## src/rtl/rv_sram_fifo_ctrl.sv

```systemverilog
// rv_sram_fifo_ctrl: valid/ready FIFO controller around a two-port RVSram.
// It drives the SRAM write port from the producer and the read port for the consumer.
// A 2-entry output stage (SRAM read register plus a skid register) hides the
// 1-cycle registered read latency, so the FIFO can move 1 word/cycle in and out.
// Total capacity is DEPTH words in the SRAM plus 2 in the output stage.
module rv_sram_fifo_ctrl #(
  parameter int DW    = 32,
  parameter int AW    = 6,
  parameter int DEPTH = 32
) (
  input  logic          sclk,
  input  logic          rst,
  input  logic          in_valid,
  output logic          in_ready,
  input  logic [DW-1:0] in_data,
  output logic          out_valid,
  input  logic          out_ready,
  output logic [DW-1:0] out_data,
  output logic [AW:0]   count,
  output logic          sram_wr_en,
  output logic [AW-1:0] sram_wr_addr,
  output logic [DW-1:0] sram_wr_data,
  output logic          sram_rd_en,
  output logic [AW-1:0] sram_rd_addr,
  input  logic [DW-1:0] sram_rd_data
);

  localparam logic [AW-1:0] LAST_ADDR = AW'(DEPTH - 1);
  localparam logic [AW:0]   DEPTH_CNT = (AW+1)'(DEPTH);

  // SRAM-side pointers and occupancy (words written but not yet read out)
  logic [AW-1:0] wptr, rptr;
  logic [AW:0]   scnt, scnt_n;
  logic [AW:0]   count_q, count_n;

  // Output stage: rd_pend marks a live word on sram_rd_data; the skid word is always older
  logic          rd_pend, rd_pend_n;
  logic          skid_v,  skid_v_n;
  logic [DW-1:0] skid_d,  skid_d_n;

  logic push, pop, rd_issue;

  // Handshakes. in_ready looks at registered state only, so it never
  // depends combinationally on in_valid or out_ready.
  assign in_ready  = (scnt < DEPTH_CNT);
  assign push      = in_valid & in_ready;
  assign out_valid = skid_v | rd_pend;
  assign out_data  = skid_v ? skid_d : sram_rd_data;
  assign pop       = out_valid & out_ready;

  // A read is held off only when both output slots are occupied and nothing
  // leaves this cycle. scnt excludes the word being written right now, so the
  // read address can never collide with this cycle's write address.
  assign rd_issue  = (scnt != '0) & ~(skid_v & rd_pend & ~pop);

  assign sram_wr_en   = push;
  assign sram_wr_addr = wptr;
  assign sram_wr_data = in_data;
  assign sram_rd_en   = rd_issue;
  assign sram_rd_addr = rptr;
  assign count        = count_q;

  // Output-stage next state: decide where the unpopped words of {skid, rd} end up
  always_comb begin
    // NOTE: every signal driven here gets a default first, so no path leaves it unassigned and no latch is inferred.
    skid_v_n  = skid_v;
    skid_d_n  = skid_d;
    rd_pend_n = rd_pend;
    if (rd_issue) begin
      // The read register is about to be overwritten; its survivor (at most one word) moves to skid.
      rd_pend_n = 1'b1;
      if (skid_v) begin
        if (pop) begin
          skid_v_n = rd_pend;
          skid_d_n = sram_rd_data;
        end
      end else begin
        skid_v_n = rd_pend & ~pop;
        skid_d_n = sram_rd_data;
      end
    end else begin
      // The SRAM holds rd_data while rd_en is low, so the rd word stays in place.
      // A popped skid word leaves rd_pend untouched.
      skid_v_n  = skid_v & ~pop;
      rd_pend_n = rd_pend & ~(pop & ~skid_v);
    end
  end

  // Occupancy counters: push, pop and read issue may all coincide
  always_comb begin
    scnt_n  = scnt + (AW+1)'(push) - (AW+1)'(rd_issue);
    count_n = count_q + (AW+1)'(push) - (AW+1)'(pop);
  end

  // Control state register with asynchronous reset
  always_ff @(posedge sclk or posedge rst) begin
    if (rst) begin
      wptr    <= '0;
      rptr    <= '0;
      scnt    <= '0;
      count_q <= '0;
      rd_pend <= 1'b0;
      skid_v  <= 1'b0;
    end else begin
      // NOTE: state flops use non-blocking assignments so every flop samples pre-edge values.
      if (push)     wptr <= (wptr == LAST_ADDR) ? '0 : wptr + 1'b1;
      if (rd_issue) rptr <= (rptr == LAST_ADDR) ? '0 : rptr + 1'b1;
      scnt    <= scnt_n;
      count_q <= count_n;
      rd_pend <= rd_pend_n;
      skid_v  <= skid_v_n;
    end
  end

  // Skid data register
  always_ff @(posedge sclk) begin
    // NOTE: data-only storage is left unreset; skid_v qualifies it, so its reset value is never observed.
    skid_d <= skid_d_n;
  end

endmodule
```

## config.mk

```make
export PLATFORM = sky130hd
export DESIGN_NAME = rv_sram_fifo_ctrl
export DESIGN_NICKNAME = d
export VERILOG_FILES = /design/src/rtl/rv_sram_fifo_ctrl.sv
export SDC_FILE = /design/constraint.sdc
export NUM_CORES = 1
export LEC_CHECK = 0
export CORE_UTILIZATION = 44
export CTS_CLUSTER_DIAMETER = 50
export CTS_CLUSTER_SIZE = 28
export DETAILED_ROUTE_END_ITERATION = 16
export PLACE_DENSITY_LB_ADDON = 0.08
export REMOVE_ABC_BUFFERS = 1
export SETUP_SLACK_MARGIN = 0.5
export SLEW_MARGIN = 20
export SYNTH_ARGS = -nofsm -noshare
export SYNTH_HDL_FRONTEND = slang
export SYNTH_SLANG_ARGS = --single-unit
```

## constraint.sdc

```tcl
create_clock -name sclk -period 5.6 [get_ports sclk]
set_input_delay 1.12 -clock sclk [delete_from_list [all_inputs] [get_ports sclk]]
set_output_delay 1.12 -clock sclk [all_outputs]
set_load 0.03 [all_outputs]
```

==> out/metrics.yaml, run 1 <==
status:
  status: "finished, final reports clean"
floorplan:
  ios: 155
  rows: 30
  die_area_mm2: 0.00766
  core_mm2: 0.00694
  die_h_um: 87.5
  initial_utilization_pct: 46.3
  die_x_um: 87.5
routing:
  highest_layer: "met4"
  detail-route-antenna-nets: 0
  drcViolationCount: 0
  post_drt_wl_per_cell_um: 17.4
  vias_per_cell: 4.95
  wl_met3_um: 959
  drt_iter0_markers: 96
  drt-met1-wl_mm: 3.41
  wl_met2_mm: 2.93
  dr.pass1.iters: 4
  routed_wl_mm: 7.36
  vias: 2093
pwr:
  peakVddDrop_mv: 0.293
  powerDensity_mw_per_mm2: 489
  p_leak_nw: 1.70
layout:
  finalNetCount: 410
  final_common_cell: "clkdlybuf4s50_1"
  final_util_pct: 60.3
  drive_gt1_share_pct: 16.5
  final.fill_count: 587
  syn2layout_area_growth_pct: 30.1
  layout_common_cells: "clkdlybuf4s50_1, mux2_2, edfxtp_1"
  n_antenna_cell: 0
  finalNonFillerCells: 423
timing:
  max_clock_freq_ghz: 0.251
  finalSetupViolCount: 0
  fin_setup_tns_ns: 0
  drv_slew: 0
  min_period_over_period_pct: 71.1
  hold_viol_final: 0
  worst_slack_ns: 1.62
  period_needed_ns: 3.98
  rsz0062_at_grt: "no"
  fin_skew_ns: 0.00519
  slew_headroom_pct: 30.6
  worstMarginPinSlew_ns: 1.04
hold_path:
  holdPathStages: 1
  hold_path.class: "flip-flop to flip-flop"
placement:
  gp_congestion: 0.743
  io_buffer_count: 90
  hpwl_mm: 5.32
  pre_cts_slack_ns: 1.62
  placed_cells: 407
global_routing:
  grt_overflow: 0
  grt_max_degree: 37
  antenna_found_initial: 0
  grt_pass1_wl_mm: 11.3
  grt_pass1_vias: 2083
  grt_use_total_pct: 20.3
logic_synthesis:
  syn_area_mm2: 0.00322
  synth_seq_cells: 60
  synth_ff_type: "edfxtp_1"
  synth_area_leaders: "edfxtp_1, dfrtp_1, mux2_2"
  synth_edf_count: 32
  synth_cells: 255
  synth_top_cell_area_share_pct: 29.9
  synth-seq-area-share_pct: 51.7
  avgSynthCellArea_um2: 12.6
  synth_top_cell_by_area: "edfxtp_1"
  yosysWarnings: 0
  async_flop_share_pct: 46.7
  synthDistinctLibCells: 43
cts:
  clockBufferDepth: 2
  root_buffer: "clkbuf_8"
  clk_latency_ns: 0.33
  cts_buffers: 9
  cts_setup_buffers: 0
  ctsResizeCount: 0
  cts.htree.levels: 3
  path_clk_slew_ns: 0.07
  cts_sinks: 60
  holdBufCountCts: 0
  cts_tree: "built"
critical_path:
  crit_path_start_kind: "input port"
  slowest_delay_ns: 0.73
  slowest_stage: "clkdlybuf4s50_1"
  worstPathRequired_ns: 4.48
  arrival_ns: 2.86
  reg2regPathDepth: 12
  crit_path_end_kind: "output port"
  worst-path-stages: 4
  cp_max_fo: 9
  crit_family: "buffers and inverters"
  crit_buf_inv: 2
  crit_type: "input port to output port"
  worstPathCellList: "clkdlybuf4s50_1, and3b_4, a41oi_4, clkdlybuf4s50_1"
  cpMostUsedCell: "clkdlybuf4s50_1"
flow_run:
  maxCapViolations: 0
-- kinds of logic after synthesis --
logic type / Yosys count / share of synthesized area [%]
xor+xnor: 13 / 3.54
buf+inv: 55 / 10.4
flops: 60 / 51.7
simple gates: 37 / 6.07
fa+ha+maj: 20 / 8.25
mux: 37 / 12.9
compound gates: 33 / 7.23
-- synthesized netlist by cell type (all sizes together), types with 2 or more instances --
library cell  instances
o31ai                 3
dfrtp                28
a21boi                2
nand4                 3
mux2i                 2
and2                  2
o21ai                 8
buf                  33
a211oi                2
ha                   18
nor2                  5
xor2                  5
edfxtp               32
fa                    2
clkbuf                3
a21oi                 7
a21o                  2
xnor2                 8
inv                  19
mux2                 35
nand2b                2
nand2                13
nor3                  2
o21bai                2
-- stage by stage --
| stage | instance area (um^2) | power [mW] | hold slack (ns) |
|---|---|---|---|
| 2_1_floorplan | 2950 | 1.37 | 0.519 |
| 3_3_place_gp | 4000 | 1.67 | 0.499 |
| 3_5_place_dp | 4000 | 1.68 | 0.490 |
| 4_1_cts | 4190 | 2.06 | 0.513 |
| 5_1_grt | 4190 | 2.19 | 0.539 |
| 6_report | 4190 | 2.04 | 0.515 |
-- area by class of cell --
class / instances / area (um^2) / share of cell area, %
Multi-Input combinational cell: 140 / 1230 / 29.4
Tap cell: 96 / 120 / 2.87
Clock buffer: 11 / 131 / 3.14
Inverter: 19 / 71.3 / 1.70
Clock inverter: 5 / 52.6 / 1.26
Timing Repair Buffer: 92 / 916 / 21.9
Sequential cell: 60 / 1660 / 39.7
-- metal layers --
metal / track usage, % / up-vias
met1: 26.9 / 988
met2: 25.6 / 97
li1: - / 1001
met4: 6.11 / 0
met3: 14.3 / 7
met5: 5.19 / -
-- registers in the layout, indices dropped and copies added, names as in the netlist --
signal / flops
skid_d: 32
count: 7
scnt: 7
sram_rd_addr: 6
sram_wr_addr: 6
rd_pend: 1
skid_v: 1
-- path summary, 6_finish.rpt --
check	from	end	slack [ns]
setup / recovery	out_ready	sram_rd_en	1.62
hold / removal	sram_rd_addr[4]	sram_rd_addr[4]	0.52
setup reg to reg	skid_v	count[6]	2.82
hold reg to reg	sram_rd_addr[4]	sram_rd_addr[4]	0.52
max in group asynchronous	rst	scnt[6]	4.14
min in group asynchronous	rst	count[3]	1.17
-- power breakdown --
part | total, mW | internal (mW) | switching, mW
clock | 0.373 | 0.204 | 0.169
combinational | 1.00 | 0.457 | 0.545
sequential | 0.670 | 0.589 | 0.0813
total | 2.04 | 1.25 | 0.795
No activity file was read; power rests on OpenSTA's default activity.
==> run 2: changes to the inputs <==
--- a/config.mk
+++ b/config.mk
@@ -5,7 +5,7 @@
 export SDC_FILE = /design/constraint.sdc
 export NUM_CORES = 1
 export LEC_CHECK = 0
-export CORE_UTILIZATION = 44
+export CORE_UTILIZATION = 37
 export CTS_CLUSTER_DIAMETER = 50
 export CTS_CLUSTER_SIZE = 28
 export DETAILED_ROUTE_END_ITERATION = 16
==> constraint.sdc (replaced) <==
create_clock -name sclk -period 3.4 [get_ports sclk]
set_input_delay 0.68 -clock sclk [delete_from_list [all_inputs] [get_ports sclk]]
set_output_delay 0.68 -clock sclk [all_outputs]
set_load 0.03 [all_outputs]
==> run 2 against run 1 <==
Net effect: combinational power up 65%; sequential share of layout area fell by 0.34 points; non-clock buffer count up 3; hold slack got worse by 0.0030 ns; clock power rose by 52%; critical path type unchanged; critical endpoint unchanged; largest cell class unchanged.
==> out/metrics.yaml, run 2 (same netlist as run 1, synthesis figures left out) <==
critical_path:
  worst-path-stages: 5  # +1
  crit_path_end_kind: "output port"
  crit_path_start_kind: "input port"
  arrival_ns: 2.13  # -0.73 ns
  r2r-start: "rd_pend"
  reg2reg_to: "count[6]"
  cp_max_fo: 8  # -1
  slowest_stage: "clkdlybuf4s50_1"
  r2r_slack_ns: 0.92  # -1.90 ns
  worstPathRequired_ns: 2.72  # -1.76 ns
  reg2regPathDepth: 11  # -1
  crit_type: "input port to output port"
  slowest_delay_ns: 0.51  # -0.22 ns
  crit_buf_inv: 3  # +1
  crit_family: "buffers and inverters"
  worstPathCellList: "clkdlybuf4s50_1, and3b_4, a41oi_4, buf_4, clkdlybuf4s15_1"
routing:
  vias: 2137  # +2.1%
  dr.pass1.iters: 4  # unchanged
  drcViolationCount: 0  # unchanged
  vias_per_cell: 4.91  # -0.71%
  detail-route-antenna-nets: 0  # unchanged
  post_drt_wl_per_cell_um: 17.0  # -2.1%
  routed_wl_mm: 7.41  # +0.71%
  drt_iter0_markers: 46  # -52%
cts:
  cts_buffers: 9  # unchanged
  root_buffer: "clkbuf_8"
  cts.htree.levels: 3  # unchanged
  holdBufCountCts: 0  # unchanged
  cts_tree: "built"
  clk_latency_ns: 0.34  # about the same
  clockBufferDepth: 2  # unchanged
  cts_sinks: 60  # unchanged
  path_clk_slew_ns: 0.07  # about the same
layout:
  final_common_cell: "clkdlybuf4s50_1"
  finalNetCount: 413  # +0.73%
  n_antenna_cell: 0  # unchanged
  largest_reg_flops: 32  # unchanged
  syn2layout_area_growth_pct: 31.2
  top_register: "skid_d"
  drive_gt1_share_pct: 17.9  # +1.4 points
  layout_common_cells: "clkdlybuf4s50_1, mux2_2, edfxtp_1"
timing:
  finalSetupViolCount: 0  # unchanged
  slew_headroom_pct: 70.7  # +40 points
  fin_skew_ns: 0.00882  # +0.00363 ns
  rsz0062_at_grt: "yes"
  period_needed_ns: 2.81
  worstMarginPinSlew_ns: 0.440  # -0.598 ns
  min_period_over_period_pct: 82.7
  drv_slew: 0  # unchanged
  max_clock_freq_ghz: 0.356
  hold_viol_final: 0  # unchanged
  fin_setup_tns_ns: 0  # unchanged
floorplan:
  core_mm2: 0.00830  # +20%
  die_area_mm2: 0.00907  # +18%
  ios: 155  # unchanged
  die_x_um: 95.2  # +8.8%
  die_h_um: 95.2  # +8.8%
  rows: 33  # +10%
  initial_utilization_pct: 38.8  # -7.6 points
hold_path:
  min_to: "sram_rd_addr[4]"
  holdPathStages: 1  # unchanged
  hold_path.class: "flip-flop to flip-flop"
  min_from: "sram_rd_addr[4]"
global_routing:
  grt_use_total_pct: 17.2  # -3.2 points
  grt_max_degree: 36  # -2.7%
  grt_pass1_vias: 2079  # -0.19%
  antenna_found_initial: 0  # unchanged
  grt_pass1_wl_mm: 11.2  # -0.91%
  grt_overflow: 0  # unchanged
flow_run:
  maxCapViolations: 0  # unchanged
pwr:
  powerDensity_mw_per_mm2: 788  # +61%
  finalPower_mw: 3.33  # +63%
  p_leak_nw: 1.72  # +1.2%
  peakVddDrop_mv: 0.361  # +23%
status:
  status: "finished, final reports clean"
placement:
  gp_congestion: 0.754  # +1.4%
  io_buffer_count: 90  # unchanged
  hpwl_mm: 5.43  # +1.9%
-- run 2: changes by cell type in the layout (fill, tap and decap cells not counted), sizes merged --
cell / previous run / this run
clkinvlp: 1 / 3
dlymetal6s2s: 0 / 1
bufinv: 1 / 0
clkbuf: 11 / 10
buf: 2 / 5
clkdlybuf4s50: 90 / 88
clkdlybuf4s15: 0 / 1
-- run 2: routing by layer --
layer	track usage (%)	part of all wire, %	wire [um]	vias up
met5	2.38	0	0	-
met4	4.92	0.89	66	0
met3	13.5	12	915	7
met2	22.3	44	3260	89
met1	21.3	43	3160	1019
li1	-	-	-	1022
-- run 2: area by class of cell --
cell class / instances / area, um^2
clock buffers: 10 / 138
clock inverters: 6 / 40.0
fillers: 776 / 4080
inverters: 19 / 71.3
multi-input cells: 140 / 1230
flip-flops and latches: 60 / 1660
well taps: 105 / 131
repair buffers: 95 / 945
-- run 2: stage by stage --
step                      cells  hold WS (ns)  utilization (%)  setup WS (ns)  cell area, um^2
after detailed placement    418         0.500             48.5          0.131             4030
after global routing        435         0.538             50.9          0.471             4220
after global placement      418         0.495             48.5          0.232             4030
after floorplan             219         0.519                -          0.254             2950
after CTS                   434         0.514             50.7          0.513             4200
final                       435         0.512             50.9          0.587             4220
-- run 2: how the worst max path moves through the flow --
| stage | endpoint | slack (ns) | start |
|---|---|---|---|
| 3_5_place_dp | scnt[6] | 0.13 | out_ready |
| 3_3_place_gp | scnt[6] | 0.23 | out_ready |
| 6_report | sram_rd_en | 0.59 | out_ready |
| 2_1_floorplan | scnt[6] | 0.25 | skid_v |
| 4_1_cts | scnt[6] | 0.51 | out_ready |
| 5_1_grt | scnt[5] | 0.47 | out_ready |
-- run 2: report_power, final --
| part | leakage [nW] | internal [mW] | switching, mW | total (mW) |
|---|---|---|---|---|
| Clock | 0.0819 | 0.281 | 0.286 | 0.567 |
| Sequential | 0.643 | 0.970 | 0.138 | 1.11 |
| Combinational | 0.991 | 0.759 | 0.895 | 1.65 |
-- run 2: repair_timing --
action | 4_1_cts | 5_1_grt
resized for setup | 1 | 4
setup buffers | 0 | 1
endpoints found under the setup margin | 1 | 35
==> run 3: changes to the inputs <==
==> constraint.sdc (replaced) <==
create_clock -name sclk -period 2.5 [get_ports sclk]
set_input_delay 0.5 -clock sclk [delete_from_list [all_inputs] [get_ports sclk]]
set_output_delay 0.5 -clock sclk [all_outputs]
set_load 0.03 [all_outputs]
==> run 3 against run 2 <==
Net effect: combinational power up 68%; non-clock buffer count grew 42; cell area is 16% higher; die area stayed put; sequential cell count unchanged; power up 54%; wire length increased by 14%; cell count rose by 9.7%; first-iteration DRC count up 74%; hold slack lost 0.0013 ns; utilization grew 8.2 points.
==> out/metrics.yaml, run 3 (same netlist as run 1, synthesis figures left out) <==
cts:
  cts_sinks: 60  # unchanged
  path_clk_slew_ns: 0.06  # about the same
  cts.htree.levels: 3  # unchanged
  clk_latency_ns: 0.34  # about the same
  cts_buffers: 9  # unchanged
  cts_tree: "built"
  holdBufCountCts: 0  # unchanged
  clockBufferDepth: 2  # unchanged
  root_buffer: "clkbuf_8"
timing:
  fin_skew_ns: 0.00712  # -0.00171 ns
  fin_hold_ws_ns: 0.511  # -0.00130 ns
  finalSetupViolCount: 0  # unchanged
  max_clock_freq_ghz: 0.412
  min_period_over_period_pct: 97.1
  worstMarginPinSlew_ns: 0.380  # -0.0606 ns
  hold_viol_final: 0  # unchanged
  worst_slack_ns: 0.0726  # -0.515 ns
  rsz0062_at_grt: "yes"
  slew_headroom_pct: 74.7  # +4.0 points
  period_needed_ns: 2.43
  drv_slew: 0  # unchanged
pwr:
  seq_power_share_pct: 29.7  # -3.6 points
  p_leak_nw: 2.15  # +25%
  finalPower_mw: 5.13  # +54%
  powerDensity_mw_per_mm2: 1050  # +33%
  swShare_pct: 39.0  # -0.58 points
  clockPowerShare_pct: 16.2  # -0.8 points
  p_comb_share_pct: 54.0  # +4.3 points
  peakVddDrop_mv: 0.638  # +76%
  p_int_mw: 3.13  # +56%
  switching_power_mw: 2.00  # +52%
floorplan:
  initial_utilization_pct: 38.8  # unchanged
  rows: 33  # unchanged
  die_x_um: 95.2  # unchanged
  core_mm2: 0.00830  # unchanged
  die_h_um: 95.2  # unchanged
  ios: 155  # unchanged
  die_area_mm2: 0.00907  # unchanged
layout:
  largest_reg_flops: 32  # unchanged
  final.fill_count: 715  # -7.9%
  layout_common_cells: "clkdlybuf4s50_1, buf_6, buf_4"
  n_antenna_cell: 0  # unchanged
  syn2layout_area_growth_pct: 52.4
  final_common_cell: "clkdlybuf4s50_1"
  drive_gt1_share_pct: 43.5  # +26 points
  top_register: "skid_d"
  finalNetCount: 455  # +10%
critical_path:
  crit_path_end_kind: "flip-flop"
  crit_type: "flip-flop to flip-flop"
  r2r-start: "skid_v"
  arrival_ns: 2.65  # +0.52 ns
  worstPathRequired_ns: 2.72  # about the same
  crit_path_start_kind: "flip-flop"
  cp-startpoint: "skid_v"
  cp_max_fo: 3  # -5
global_routing:
  grt_overflow: 0  # unchanged
  grt_pass1_vias: 2242  # +7.8%
  grt_max_degree: 33  # -8.3%
  grt_use_total_pct: 18.9  # +1.7 points
  antenna_found_initial: 0  # unchanged
  grt_pass1_wl_mm: 12.3  # +10%
routing:
  post_drt_wl_per_cell_um: 17.7  # +3.8%
  dr.pass1.iters: 4  # unchanged
  vias_per_cell: 4.91  # about the same
  routed_wl_mm: 8.43  # +14%
  vias: 2341  # +9.5%
  drt_iter0_markers: 80  # +74%
  detail-route-antenna-nets: 0  # unchanged
  drcViolationCount: 0  # unchanged
placement:
  hpwl_mm: 5.41  # -0.30%
  pre_cts_slack_ns: -0.508  # -0.640 ns
  io_buffer_count: 90  # unchanged
  gp_congestion: 0.754  # +0.11%
hold_path:
  hold_path.class: "flip-flop to flip-flop"
  min_from: "sram_rd_addr[4]"
flow_run:
  maxCapViolations: 0  # unchanged
status:
  status: "finished, final reports clean"
[run 3: cell types whose count changed in the layout (fill, tap and decap cells not counted), sizes merged]
cell,previous run,this run
clkdlybuf4s50,88,48
clkbuf,10,9
clkdlybuf4s15,1,0
dlymetal6s2s,1,4
clkinv,3,6
buf,5,82
bufinv,0,1
clkinvlp,3,0
dlygate4sd2,0,3
[run 3: through the flow]
stage	area (um^2)	utilization [%]	TNS, ns	instances
after floorplan	2950	-	-16.70	219
after global placement	4100	49.4	-1.28	427
after detailed placement	4100	49.4	-1.70	427
after CTS	4590	55.3	0	459
after global routing	4900	59.1	-0.0809	477
final	4900	59.1	0	477
[run 3: power groups by stage]
| stage | sequential (mW) | combinational, mW | clock (mW) |
|---|---|---|---|
| 6_report | 1.52 | 2.77 | 0.832 |
| 5_1_grt | 1.55 | 3.05 | 0.898 |
| 4_1_cts | 1.52 | 2.55 | 0.870 |
| 3_5_place_dp | 1.52 | 2.30 | 0 |
| 3_3_place_gp | 1.53 | 2.28 | 0 |
| 2_1_floorplan | 1.76 | 1.30 | 0 |
[run 3: timing repair]
item                                    in CTS  in global routing
buffers inserted                            13                 18
cloned                                       3                  0
endpoints found under the setup margin      48                 50
pin swaps                                   12                  4
resized for setup                          252                 46
[run 3: worst paths after layout]
path | to | slack (ns) | cells after the start
worst max-delay path | scnt[6] | 0.07 | 10
worst min-delay path | sram_rd_addr[4] | 0.51 | 1
worst max register to register | scnt[6] | 0.07 | 10
worst min register to register | sram_rd_addr[4] | 0.51 | 1
max in group asynchronous | sram_rd_addr[5] | 1.68 | 3
min in group asynchronous | count[4] | 0.54 | 3
[run 3: layer usage]
metal | GRT usage (%) | part of all wire (%) | vias up
met5 | 0 | 0 | -
met4 | 6.82 | 1.2 | 0
li1 | - | - | 1098
met2 | 26.4 | 46 | 92
met1 | 23.8 | 43 | 1140
met3 | 11.4 | 11 | 11
[run 3: worst max-delay path, stage by stage (launching register included)]
cell and delay (ns):
dfrtp_1 0.42, buf_6 0.13, and3b_4 0.18, a41oi_4 0.17
or2b_1 0.30, buf_6 0.13, fa_2 0.35, a211o_1 0.26
a31oi_1 0.17, o21bai_1 0.09, xnor2_1 0.12
[run 3: cell type report]
cell class / instances / area (um^2) / area share (%)
clock buffers: 9 / 124 / 2.53
clock inverters: 7 / 57.6 / 1.17
inverters: 19 / 73.8 / 1.51
multi-input cells: 140 / 1420 / 28.9
flip-flops and latches: 60 / 1660 / 33.9
well taps: 105 / 131 / 2.68
repair buffers: 137 / 1440 / 29.3
